`src/rtl/instr_prefetch_queue_pkg.sv`:
```
// Shared types for the instruction prefetch queue: fetch FSM states, reset vector, address helper.
// No logic of its own; pure declarations.
package instr_prefetch_queue_pkg;

    typedef enum logic [1:0] {
        PF_IDLE  = 2'd0,
        PF_FETCH = 2'd1,
        PF_ABORT = 2'd2
    } pf_state_e;

    localparam logic [15:0] PF_RESET_CS = 16'hFFFF;
    localparam logic [15:0] PF_RESET_IP = 16'h0000;

    // Real-mode physical address, wrapping at 1 MiB.
    function automatic logic [19:0] phys_addr(input logic [15:0] cs, input logic [15:0] ip);
        return {cs, 4'b0000} + {4'b0000, ip};
    endfunction

endpackage

```
`src/rtl/instr_prefetch_queue_byte_ring_buffer.sv`:
```
// Byte circular buffer, 2-wide push and 2-wide peek/pop; flush empties it in one cycle.
// Peek is combinational from state; caller never pushes beyond free space or pops beyond count.
module byte_ring_buffer #(
    parameter  int DEPTH = 6,
    localparam int CNT_W = $clog2(DEPTH + 1),
    localparam int PTR_W = $clog2(DEPTH)
) (
    input  logic             clk,
    input  logic             rst_n,
    input  logic             flush,
    input  logic [1:0]       push_cnt,
    input  logic [7:0]       push_dat0,
    input  logic [7:0]       push_dat1,
    input  logic [1:0]       pop_cnt,
    output logic [7:0]       peek_dat0,
    output logic [7:0]       peek_dat1,
    output logic [CNT_W-1:0] count
);

    logic [7:0]       mem_q [DEPTH];
    logic [7:0]       mem_d [DEPTH];
    logic [PTR_W-1:0] wr_ptr_q, wr_ptr_d;
    logic [PTR_W-1:0] rd_ptr_q, rd_ptr_d;
    logic [CNT_W-1:0] count_q, count_d;
    logic [CNT_W+1:0] occ_next;

    // Pointer advance with explicit wrap, so DEPTH need not be a power of two.
    function automatic logic [PTR_W-1:0] ptr_add(input logic [PTR_W-1:0] p, input logic [1:0] n);
        logic [PTR_W:0] s;
        s = (PTR_W+1)'(p) + (PTR_W+1)'(n);
        if (s >= (PTR_W+1)'(DEPTH)) begin
            s = s - (PTR_W+1)'(DEPTH);
        end
        return s[PTR_W-1:0];
    endfunction

    always_comb begin
        mem_d    = mem_q;
        wr_ptr_d = wr_ptr_q;
        rd_ptr_d = rd_ptr_q;
        count_d  = count_q;
        if (flush) begin
            rd_ptr_d = wr_ptr_q;
            count_d  = '0;
        end else begin
            if (push_cnt != 2'd0) begin
                mem_d[wr_ptr_q] = push_dat0;
            end
            if (push_cnt == 2'd2) begin
                mem_d[ptr_add(wr_ptr_q, 2'd1)] = push_dat1;
            end
            wr_ptr_d = ptr_add(wr_ptr_q, push_cnt);
            rd_ptr_d = ptr_add(rd_ptr_q, pop_cnt);
            count_d  = count_q - CNT_W'(pop_cnt) + CNT_W'(push_cnt);
        end
    end

    always_ff @(posedge clk or negedge rst_n) begin
        if (!rst_n) begin
            for (int i = 0; i < DEPTH; i++) begin
                mem_q[i] <= '0;
            end
            wr_ptr_q <= '0;
            rd_ptr_q <= '0;
            count_q  <= '0;
        end else begin
            mem_q    <= mem_d;
            wr_ptr_q <= wr_ptr_d;
            rd_ptr_q <= rd_ptr_d;
            count_q  <= count_d;
        end
    end

    assign occ_next = (CNT_W+2)'(count_q) + (CNT_W+2)'(push_cnt) - (CNT_W+2)'(pop_cnt);

    // Fetches are only issued with space reserved, so this can only fire on a design bug.
    always @(posedge clk) begin
        if (rst_n && !flush) begin
            assert (occ_next <= (CNT_W+2)'(DEPTH));
        end
    end

    assign peek_dat0 = (count_q == '0) ? 8'h00 : mem_q[rd_ptr_q];
    assign peek_dat1 = (count_q == '0) ? 8'h00 : mem_q[ptr_add(rd_ptr_q, 2'd1)];
    assign count     = count_q;

endmodule

```
`src/rtl/instr_prefetch_queue.sv`:
```
// Fetch sequencer + byte queue: reads 16-bit words at CS:IP, presents two head bytes to the decoder.
// Bytes visible the cycle after mem_ack; a fetch is issued only when its bytes are guaranteed room.
module instr_prefetch_queue
    import instr_prefetch_queue_pkg::*;
#(
    parameter  int          DEPTH    = 6,
    parameter  logic [15:0] RESET_CS = PF_RESET_CS,
    parameter  logic [15:0] RESET_IP = PF_RESET_IP,
    localparam int          CNT_W    = $clog2(DEPTH + 1)
) (
    input  logic             clk,
    input  logic             reset,
    input  logic             load_new_ip,
    input  logic [15:0]      new_cs,
    input  logic [15:0]      new_ip,
    output logic [18:0]      mem_addr,
    output logic             mem_access,
    input  logic             mem_ack,
    input  logic [15:0]      mem_data,
    output logic [7:0]       rd_data0,
    output logic [7:0]       rd_data1,
    output logic [CNT_W-1:0] count,
    input  logic [1:0]       rd_count,
    output logic [15:0]      head_ip
);

    pf_state_e   state_q, state_d;
    logic [15:0] fetch_cs_q, fetch_cs_d;
    logic [15:0] fetch_ip_q, fetch_ip_d;
    logic [15:0] head_ip_q, head_ip_d;
    logic [18:0] mem_addr_q, mem_addr_d;

    logic [19:0]    phys;
    logic           odd;
    logic [1:0]     fetch_bytes;
    logic [1:0]     rc_eff;
    logic [1:0]     pop;
    logic [CNT_W:0] free_space;
    logic [1:0]     rb_push_cnt;
    logic [1:0]     rb_pop_cnt;
    logic           rb_flush;

    assign phys        = phys_addr(fetch_cs_q, fetch_ip_q);
    assign odd         = phys[0];
    assign fetch_bytes = odd ? 2'd1 : 2'd2;

    // Over-reads are clipped to what is queued; rd_count=3 acts as 2.
    assign rc_eff     = (rd_count == 2'd3) ? 2'd2 : rd_count;
    assign pop        = (CNT_W'(rc_eff) > count) ? count[1:0] : rc_eff;
    assign free_space = (CNT_W+1)'(DEPTH) - (CNT_W+1)'(count) + (CNT_W+1)'(pop);

    always_comb begin
        state_d     = state_q;
        fetch_cs_d  = fetch_cs_q;
        fetch_ip_d  = fetch_ip_q;
        head_ip_d   = head_ip_q + 16'(pop);
        mem_addr_d  = mem_addr_q;
        rb_push_cnt = 2'd0;
        rb_pop_cnt  = pop;
        rb_flush    = 1'b0;
        if (load_new_ip) begin
            rb_flush   = 1'b1;
            rb_pop_cnt = 2'd0;
            fetch_cs_d = new_cs;
            fetch_ip_d = new_ip;
            head_ip_d  = new_ip;
            // An unacked access must still complete on the bus; its data is dropped.
            if (state_q != PF_IDLE) begin
                state_d = mem_ack ? PF_IDLE : PF_ABORT;
            end
        end else begin
            case (state_q)
                PF_IDLE: begin
                    if (free_space >= (CNT_W+1)'(fetch_bytes)) begin
                        state_d    = PF_FETCH;
                        mem_addr_d = phys[19:1];
                    end
                end
                PF_FETCH: begin
                    if (mem_ack) begin
                        rb_push_cnt = fetch_bytes;
                        fetch_ip_d  = fetch_ip_q + 16'(fetch_bytes);
                        state_d     = PF_IDLE;
                    end
                end
                PF_ABORT: begin
                    if (mem_ack) begin
                        state_d = PF_IDLE;
                    end
                end
                default: state_d = PF_IDLE;
            endcase
        end
    end

    always_ff @(posedge clk or negedge reset) begin
        if (!reset) begin
            state_q    <= PF_IDLE;
            fetch_cs_q <= RESET_CS;
            fetch_ip_q <= RESET_IP;
            head_ip_q  <= RESET_IP;
            mem_addr_q <= '0;
        end else begin
            state_q    <= state_d;
            fetch_cs_q <= fetch_cs_d;
            fetch_ip_q <= fetch_ip_d;
            head_ip_q  <= head_ip_d;
            mem_addr_q <= mem_addr_d;
        end
    end

    byte_ring_buffer #(.DEPTH(DEPTH)) u_ring (
        .clk       (clk),
        .rst_n     (reset),
        .flush     (rb_flush),
        .push_cnt  (rb_push_cnt),
        .push_dat0 (odd ? mem_data[15:8] : mem_data[7:0]),
        .push_dat1 (mem_data[15:8]),
        .pop_cnt   (rb_pop_cnt),
        .peek_dat0 (rd_data0),
        .peek_dat1 (rd_data1),
        .count     (count)
    );

    assign mem_access = (state_q != PF_IDLE);
    assign mem_addr   = mem_addr_q;
    assign head_ip    = head_ip_q;

endmodule

```
`config.mk`:
```
export PLATFORM = sky130hd
export DESIGN_NAME = instr_prefetch_queue
export DESIGN_NICKNAME = d
export VERILOG_FILES = /design/src/rtl/instr_prefetch_queue_pkg.sv /design/src/rtl/instr_prefetch_queue_byte_ring_buffer.sv /design/src/rtl/instr_prefetch_queue.sv
export SDC_FILE = /design/constraint.sdc
export NUM_CORES = 1
export LEC_CHECK = 0
export BUFFER_PORTS_ARGS = -buffer_cell sky130_fd_sc_hd__buf_4
export CORE_UTILIZATION = 35
export CTS_CLUSTER_SIZE = 10
export DETAILED_ROUTE_END_ITERATION = 10
export PLACE_DENSITY = 0.49
export SLEW_MARGIN = 40
export SYNTH_ARGS = -nofsm -noshare
export SYNTH_HDL_FRONTEND = slang
export SYNTH_HIERARCHICAL = 1
export SYNTH_SLANG_ARGS = --single-unit
export TNS_END_PERCENT = 20
```
`constraint.sdc`:
```
create_clock -name clk -period 7.65 [get_ports clk]
set_input_delay 1.9125 -clock clk [delete_from_list [all_inputs] [get_ports clk]]
set_output_delay 1.9125 -clock clk [all_outputs]
set_load 0.01 [all_outputs]
```
==> results of run 1 <==
## cell usage in the layout (no fill, tap or decap), types with 6 or more instances in the layout
master and instances:
or3_1 7, xnor2_1 31, fa_1 7, o32ai_1 8, nand2_1 62, a21oi_1 28, and3_1 9, ha_1 35
dfrtp_1 109, a311oi_1 42, nor3_1 6, clkbuf_16 17, dfstp_2 16, nand2b_1 7, o21ai_0 37, mux4_2 16
mux2i_1 10, nand3_1 19, mux2_2 43, or2_2 9, nor4b_1 9, a21o_1 6, inv_6 6, o22ai_1 17
a211oi_1 35, nor4_1 17, a22oi_1 8, buf_4 117, inv_1 66, nor2_1 80, xor2_1 14
## stage by stage
stage | power (mW) | instance area (sq um) | std cells | setup slack (ps) | utilization
2_1_floorplan | 2.00 | 8380 | 874 | 2790 | -
3_3_place_gp | 2.54 | 9420 | 1257 | 2280 | 0.401
3_5_place_dp | 2.54 | 9450 | 1257 | 2340 | 0.403
4_1_cts | 3.31 | 9990 | 1289 | 1870 | 0.425
5_1_grt | 3.54 | 10000 | 1290 | 1890 | 0.427
6_report | 3.30 | 10000 | 1290 | 2110 | 0.427
## per-layer routing
metal,vias up,share of wire
met2,227,0.46
met1,3421,0.47
met3,27,0.057
met4,0,0.015
li1,3369,-
met5,-,0
## path summary, 6_finish.rpt
kind / cells after the start / slack [ps] / end / start
max: 7 / 2110 / rd_data1[7] / u_ring/rd_ptr_q[1]$_DFF_PN0_
min: 2 / 480 / mem_addr[6]$_DFFE_PN0P_ / mem_addr[6]$_DFFE_PN0P_
max reg2reg: 14 / 3970 / mem_addr[9]$_DFFE_PN0P_ / u_ring/count[1]$_DFF_PN0_
min reg2reg: 2 / 480 / mem_addr[6]$_DFFE_PN0P_ / mem_addr[6]$_DFFE_PN0P_
max in group asynchronous: 3 / 5000 / fetch_cs_q[0]$_DFFE_PN1P_ / reset
min in group asynchronous: 1 / 1510 / head_ip[9]$_DFF_PN0_ / reset
## where the power goes
part,switching [mW],internal [mW]
sequential,0.166,0.828
combinational,0.864,0.687
clock,0.335,0.417
total,1.37,1.93
## state kept, by name, summed over array words and instances (netlist names)
register,cells
fetch_ip_q,16
u_ring/wr_ptr_q,3
fetch_cs_q,16
mem_addr,19
u_ring/rd_ptr_q,3
state_q,2
u_ring/count,3
u_ring/mem_q,48
head_ip,16
## worst max-delay path: cells and delay by family, from the launching register on
family / cells / cell delay, ps
AOI/OAI and AO/OA: 2 / 870
adders and majority gates: 1 / 400
buffers and inverters: 2 / 300
DFF: 1 / 810
muxes: 1 / 560
and+or+nand+nor: 1 / 270
## logic make-up (layout without fill, tap and decap cells)
kind of cell / count (synthesis) / after routing / synth area share
DFF: 126 / 126 / 0.379
buffers and inverters: 122 / 219 / 0.0599
xor gates and xnor gates: 45 / 45 / 0.0470
muxes: 69 / 69 / 0.113
adders and majority gates: 42 / 42 / 0.0690
and+or+nand+nor: 255 / 255 / 0.150
AOI/OAI and AO/OA: 215 / 215 / 0.183
## final cells by class
type	instances	area, sq um
clock buffers	17	425
clock inverters	15	110
fillers	2346	13500
inverters	68	255
multi-input cells	626	4740
flip-flops and latches	126	3170
well taps	319	399
repair buffers	119	910
==> results.json, run 1 <==
{
  "finalSetupViolCount": 0,
  "clk_pin_slew_ps": 60,
  "outcome": "finished, final reports clean",
  "grt_busiest_layer": "met2",
  "dieArea_sq_um": 24600,
  "grt_max_degree": 73,
  "post_cts_buffers": 0,
  "gp_congestion": 0.807,
  "yosysWarnings": 6,
  "ir_drop_mv": 0.150,
  "hp-class": "reg -> reg",
  "drive_above_1_share": 0.264,
  "synth_nets": 970,
  "drt_iter0_drc": 422,
  "hold_violations": 0,
  "endpoint_kind": "primary output",
  "numCtsBuffers": 17,
  "max_stage_delay_ps": 810,
  "slew_viol_final": 0,
  "ctsHoldBuffers": 0,
  "grtUsageMet2": 0.318,
  "grt_pass1_wl_mm": 38.5,
  "startpoint_type": "flip-flop",
  "synthCells": 874,
  "vias": 7044,
  "drt-wirelength-per-cell_um": 18.8,
  "diodes": 0,
  "synthesis.area_sq_um": 8380,
  "synthTopCellsByArea": "dfrtp_1 (33%), mux2_2 (5.8%), ha_1 (5.2%), dfstp_2 (5.0%), a311oi_1 (4.4%)",
  "cp_slowest_cell": "dfrtp_1",
  "use_met1": 0.289,
  "powerDensity_nw_per_um2": 329,
  "min_period_over_period": 0.724,
  "criticalPathCategory": "reg -> out",
  "cts_resized": 0,
  "initial_core_util": 0.357,
  "p_leak_nw": 4.29,
  "place.port_buffers": 108,
  "fin_nets": 1054,
  "fp.dieW_um": 157,
  "htreeDepth": 4,
  "finalCriticalPeriod_ps": 5540,
  "yosysTopAreaCell": "dfrtp_1",
  "async_flop_share": 1.00,
  "whs_ps": 481,
  "ant_nets": 0,
  "first_pass_iters": 5,
  "synthTopCellsByCount": "dfrtp_1 (110), nor2_1 (80), inv_1 (66), nand2_1 (62), mux2_2 (43)",
  "slew-limit-headroom": 0.484,
  "synth.top_cell.area_share": 0.329,
  "clock-sinks": 126,
  "dp.final_hpwl_mm": 17.2,
  "io_pins": 109,
  "yosysMostFrequentCell": "dfrtp_1",
  "ys_types": 73,
  "avgSynthCellArea_sq_um": 9.59,
  "synth_edf_count": 0,
  "yosys_register_bits": 126,
  "areaGrowthSynthToFinish_pct": 19.5,
  "required_ps": 5740,
  "viasPerCell": 5.46,
  "antenna_found_initial": 0,
  "root_buffer": "clkbuf_16",
  "wirelength_mm": 24.3,
  "synth.yosys.seq_area_share": 0.379,
  "clockBufferDepth": 2,
  "overflow": 0,
  "synthFlopType": "dfrtp_1",
  "fmax_ghz": 0.181,
  "cts_tree": "done",
  "core_area_sq_um": 23500,
  "insertion_delay_ps": 420,
  "crit_arrival_ps": 3630,
  "maxCapViolCount": 0,
  "worstMarginPinSlew_ps": 771,
  "die_h_um": 157,
  "grt_usage": 0.206,
  "grt_pass1_vias": 6838,
  "skew_ps": 13.8,
  "rows": 56,
  "use_met3": 0.0393,
  "fin_tns_setup_ps": 0,
  "crit_fanout": 17,
  "rsz0062_at_grt": "false",
  "route.detailed.drc": 0,
  "crit_chain": "inv_1 > ha_1 > nand4b_1 > a31oi_4 > mux4_2 > o32ai_1 > buf_4"
}
(Power assumes the default switching activity.)
==> run 2: changes to the inputs <==
- ABC_AREA: default -> 1
- PLACE_DENSITY: 0.49 -> 0.48
- clock period: 7.65 -> 5.7 ns (I/O delays scaled with it)
==> run 2 against run 1 <==
Power rose by 61%. Register-to-register slack lost 2100 ps. Largest power group unchanged. Critical path type unchanged. Combinational power grew 75%. Wire length rose by 28%. Critical path depth increased by 6. Count of clock-buffer cells in the layout increased by 3. Highest routed layer unchanged. Setup slack worse by 1100 ps. Hold slack got worse by 19 ps.
==> results.json, run 2 <==
{
  "viasPerCell": 5.11,
  "wirelength_mm": 31.2,
  "numCtsBuffers": 17,
  "worstMarginPinSlew_ps": 789,
  "crit_chain": "buf_4 > clkinv_1 > ha_1 > inv_1 > nor2_1 > o21ai_2 > inv_1 > nand2_2 > nand2_2 > nand3_1 > nand2_1 > nor2_1 > buf_4",
  "ant_nets": 0,
  "synthFlopType": "dfrtp_1",
  "yosysTopAreaCell": "dfrtp_1",
  "fmax_ghz": 0.212,
  "synthesis.area_sq_um": 9510,
  "drt-wirelength-per-cell_um": 16.9,
  "route.detailed.drc": 0,
  "slew_viol_final": 0,
  "yosysWarnings": 6,
  "overflow": 0,
  "cp_top_family": "simple AND/OR/NAND/NOR gates",
  "synthTopCellsByCount": "nand2_1 (527), inv_1 (158), dfrtp_1 (110), nand3_1 (108), o21ai_0 (100)",
  "synth.yosys.seq_area_share": 0.334,
  "areaGrowthSynthToFinish_pct": 17.0,
  "fin_ws_ps": 993,
  "rsz0062_at_grt": "false",
  "grt_usage": 0.232,
  "place.port_buffers": 108,
  "initial_core_util": 0.361,
  "worstPathBufferInverterCount": 5,
  "p_leak_nw": 6.02,
  "rows": 59,
  "async_flop_share": 1.00,
  "wl_met2_mm": 15.1,
  "clock-sinks": 126,
  "grt_max_degree": 83,
  "ys_types": 49,
  "powerDensity_nw_per_um2": 477,
  "outcome": "finished, final reports clean",
  "crit_arrival_ps": 3280,
  "crit_start": "u_ring/rd_ptr_q[1]$_DFF_PN0_",
  "grt_pass1_wl_mm": 50.3,
  "required_ps": 4280,
  "first_pass_iters": 5,
  "fin_tns_setup_ps": 0,
  "largest_reg_flops": 48,
  "die_h_um": 167,
  "finalCriticalPeriod_ps": 4710,
  "htreeDepth": 4,
  "slew-limit-headroom": 0.472,
  "rr_startpoint": "u_ring/count[1]$_DFF_PN0_",
  "cp_slowest_cell": "ha_1",
  "hp-class": "reg -> reg",
  "synthTopCellsByArea": "dfrtp_1 (29%), nand2_1 (21%), inv_1 (6.2%), nand3_1 (5.7%), o21ai_0 (5.3%)",
  "total_power_mw": 5.31,
  "dieArea_sq_um": 27800,
  "fillers": 2813,
  "maxCapViolCount": 0,
  "insertion_delay_ps": 440,
  "dr.max_layer_used": "met4",
  "synthCells": 1419,
  "antenna_found_initial": 0,
  "cts_resized": 0,
  "finalSetupViolCount": 0,
  "core_area_sq_um": 26400,
  "max_stage_delay_ps": 410,
  "drt_iter0_drc": 699,
  "hold_start": "fetch_cs_q[7]$_DFFE_PN1P_",
  "hold_violations": 0,
  "met1_length_mm": 13.9,
  "synth_edf_count": 0,
  "vias": 9440,
  "met3WireLength_mm": 1.46,
  "crit_fanout": 16,
  "grt_pass1_vias": 9128,
  "ctsHoldBuffers": 0,
  "cts_tree": "done",
  "ff_latch_area_sq_um": 3170,
  "synth_nets": 1515,
  "most-common-layout-cells": "nand2_1 (527), inv_1 (158), buf_4 (114)",
  "synth.top_cell.area_share": 0.289,
  "endpoint_kind": "primary output",
  "skew_ps": 15.6,
  "clk_pin_slew_ps": 70,
  "fp.dieW_um": 167,
  "startpoint_type": "flip-flop",
  "min_period_over_period": 0.826,
  "largest-register": "u_ring/mem_q",
  "place_ws_ps": 819,
  "io_pins": 109,
  "clockBufferDepth": 2,
  "root_buffer": "clkbuf_16",
  "ir_drop_mv": 0.198,
  "fin_nets": 1596,
  "dp.final_hpwl_mm": 21.5,
  "diodes": 0,
  "yosys_register_bits": 126,
  "criticalPathCategory": "reg -> out",
  "avgSynthCellArea_sq_um": 6.70,
  "multi_input_area_sq_um": 5440,
  "yosysMostFrequentCell": "nand2_1",
  "post_cts_buffers": 0,
  "gp_congestion": 0.869,
  "final_common_cell": "nand2_1",
  "drive_above_1_share": 0.141
}
-- run 2: changes by cell type after synthesis, moves of 34 or more --
| cell | delta |
|---|---|
| mux2_2 | -43 |
| a211oi_1 | -35 |
| inv_1 | +92 |
| a21oi_1 | +34 |
| o21ai_0 | +63 |
| nand2_1 | +465 |
| a311oi_1 | -42 |
| nand3_1 | +89 |
-- run 2: logic make-up after synthesis --
kind of cell | synth area share
fa+ha+maj | 0.0608
xor+xnor | 0.0147
mux | 0.00842
simple gates | 0.367
flops | 0.334
buf+inv | 0.0950
compound gates | 0.120
-- run 2: layout make-up --
cell class / instances / area share
tap: 335 / 0.0377
clock inverter: 12 / 0.0123
clock buffer: 20 / 0.0410
sequential: 126 / 0.285
inverter: 167 / 0.0568
multi-input combinational: 1073 / 0.489
timing repair buffer: 115 / 0.0783
-- run 2: report_power, final --
group	total, mW	internal, mW	switching, mW	leakage, nW
clock	1.13	0.670	0.459	0.283
combinational	2.72	0.982	1.74	4.16
sequential	1.46	1.18	0.276	1.58
-- run 2: per-stage QoR --
stage          area, sq um  cells   util  hold WS, ps
2_1_floorplan         9510   1419      -          442
3_3_place_gp         10500   1816  0.399          456
3_5_place_dp         10500   1816  0.400          455
4_1_cts              11100   1848  0.422          466
5_1_grt              11100   1848  0.422          488
6_report             11100   1848  0.422          463
-- run 2: path summary, 6_finish.rpt --
kind	to	slack (ps)	depth (start not counted)
max in group asynchronous	fetch_ip_q[15]$_DFFE_PN0P_	3640	2
min in group asynchronous	head_ip[13]$_DFF_PN0_	990	1
min	fetch_cs_q[7]$_DFFE_PN1P_	460	2
max	rd_data1[7]	990	13
min reg2reg	fetch_cs_q[7]$_DFFE_PN1P_	460	2
max reg2reg	mem_addr[9]$_DFFE_PN0P_	1910	18
-- run 2: worst min-delay path: cells and delay by family (launching register included) --
family        cells  cell delay [ps]
simple gates      2               90
flops             1              370
-- run 2: routing by layer --
layer	GRT usage	up-vias
li1	-	4724
met1	0.300	4416
met4	0.0773	0
met5	0	-
met2	0.392	260
met3	0.0352	40
==> run 3: changes to the inputs <==
- PLACE_DENSITY: 0.48 -> 0.5
- clock period: 5.7 -> 4.3 ns (I/O delays scaled with it)
==> run 3 against run 2 <==
Cell area rose by 0.56%. Critical path depth did not move. Clock power rose by 30%. First-iteration DRC count fell by 7.6%. Register-to-register slack got worse by 1000 ps. Clock skew fell by 5.6 ps. Count of clock-buffer cells in the layout fell by 1. Setup slack got worse by 560 ps. Critical path type unchanged. Largest cell class unchanged.
==> results.json, run 3 (synthesis gave the netlist of run 2 again) <==
{
  "drt_iter0_drc": 646,
  "dp.final_hpwl_mm": 21.4,
  "use_met1": 0.297,
  "clockBufferDepth": 2,
  "fin_nets": 1603,
  "slew-limit-headroom": 0.455,
  "fmax_ghz": 0.259,
  "grtUsageMet2": 0.395,
  "grt_pass1_wl_mm": 50.1,
  "grt_pass1_vias": 9078,
  "ant_nets": 0,
  "grt_busiest_layer": "met2",
  "drt-wirelength-per-cell_um": 16.7,
  "finalSetupViolCount": 0,
  "grt_usage": 0.230,
  "initial_core_util": 0.361,
  "startpoint_type": "flip-flop",
  "gp_congestion": 0.878,
  "post_cts_buffers": 0,
  "most-common-layout-cells": "nand2_1 (527), inv_1 (158), buf_4 (119)",
  "largest-register": "u_ring/mem_q",
  "htreeDepth": 4,
  "io_pins": 109,
  "use_met3": 0.0328,
  "crit_arrival_ps": 2790,
  "worstMarginPinSlew_ps": 817,
  "criticalPathCategory": "reg -> out",
  "crit_fanout": 16,
  "place.port_buffers": 108,
  "fin_tns_setup_ps": 0,
  "fp.dieW_um": 167,
  "grt_max_degree": 68,
  "diodes": 0,
  "fillers": 2774,
  "outcome": "finished, final reports clean",
  "hold_violations": 0,
  "numCtsBuffers": 17,
  "viasPerCell": 5.04,
  "route.detailed.drc": 0,
  "cts_tree": "done",
  "overflow": 0,
  "slew_viol_final": 0,
  "min_period_over_period": 0.899,
  "wirelength_mm": 31.0,
  "die_h_um": 167,
  "areaGrowthSynthToFinish_pct": 17.6,
  "final_util": 0.425,
  "ctsHoldBuffers": 0,
  "hp-class": "reg -> reg",
  "rows": 59,
  "first_pass_iters": 5,
  "ff_latch_area_sq_um": 3170,
  "endpoint_kind": "primary output",
  "core_area_sq_um": 26400,
  "maxCapViolCount": 0,
  "final_common_cell": "nand2_1",
  "dieArea_sq_um": 27800,
  "powerDensity_nw_per_um2": 631,
  "vias": 9355,
  "skew_ps": 10.0,
  "multi_input_area_sq_um": 5440,
  "rsz0062_at_grt": "false",
  "root_buffer": "clkbuf_16",
  "insertion_delay_ps": 430,
  "clock-sinks": 126,
  "ir_drop_mv": 0.295,
  "dp.cells": 1823,
  "layoutNonFillerInstCount": 1855,
  "p_leak_nw": 6.05,
  "cts_resized": 0,
  "antenna_found_initial": 0,
  "finalCriticalPeriod_ps": 3870,
  "clk_pin_slew_ps": 60,
  "required_ps": 3220,
  "drive_above_1_share": 0.145,
  "largest_reg_flops": 48
}
[run 3: cell count changes in the layout (fill, tap and decap cells not counted)]
cell,change
clkinv_2,+1
clkinv_4,-2
clkbuf_8,-1
clkinvlp_4,+2
buf_4,+5
buf_8,-1
buf_6,+1
buf_12,+2
[run 3: routing by layer]
layer | up-vias | share of wire | wire length (um)
met5 | - | 0 | 0
met4 | 0 | 0.022 | 682
met3 | 38 | 0.044 | 1360
met2 | 254 | 0.49 | 15100
met1 | 4323 | 0.45 | 13900
li1 | 4740 | - | -
[run 3: path summary, 6_finish.rpt]
kind | start | end | slack (ps) | depth (start not counted)
worst max-delay path | u_ring/rd_ptr_q[1]$_DFF_PN0_ | rd_data1[6] | 430 | 13
min in group asynchronous | reset | head_ip[3]$_DFF_PN0_ | 660 | 1
max in group asynchronous | reset | fetch_cs_q[10]$_DFFE_PN1P_ | 2800 | 2
worst min-delay path | fetch_cs_q[7]$_DFFE_PN1P_ | fetch_cs_q[7]$_DFFE_PN1P_ | 460 | 2
worst min register to register | fetch_cs_q[7]$_DFFE_PN1P_ | fetch_cs_q[7]$_DFFE_PN1P_ | 460 | 2
worst max register to register | u_ring/count[1]$_DFF_PN0_ | mem_addr[9]$_DFFE_PN0P_ | 870 | 20
[run 3: power by group]
group	total [mW]	internal [mW]	switching, mW
Clock	1.47	0.870	0.603
Sequential	1.93	1.56	0.363
Combinational	3.66	1.35	2.31
[run 3: layout make-up]
type,count,area share
inverter,167,0.0565
multi-input combinational,1073,0.486
clock inverter,13,0.0124
sequential,126,0.284
timing repair buffer,122,0.0844
clock buffer,19,0.0396
tap,335,0.0375
[run 3: metrics by stage]
| stage | worst slack (ps) | hold slack, ps | power [mW] | instance area (sq um) |
|---|---|---|---|---|
| 6_report | 434 | 464 | 7.06 | 11200 |
| 5_1_grt | 237 | 484 | 7.69 | 11200 |
| 4_1_cts | 452 | 467 | 7.10 | 11200 |
| 3_5_place_dp | 135 | 458 | 5.61 | 10600 |
| 3_3_place_gp | 247 | 456 | 5.57 | 10600 |
| 2_1_floorplan | 405 | 442 | 4.38 | 9510 |
[run 3: worst max-delay path, cell delays in order (launching register included)]
cell and delay, ps:
dfrtp_1 350, clkinv_1 60, buf_4 180, ha_1 310
inv_1 110, nor2_1 60, o21ai_2 160, nand2_2 210
nand2_1 130, nand2_2 270, nand3_1 160, nand2_1 70
nor2_1 150, buf_4 150
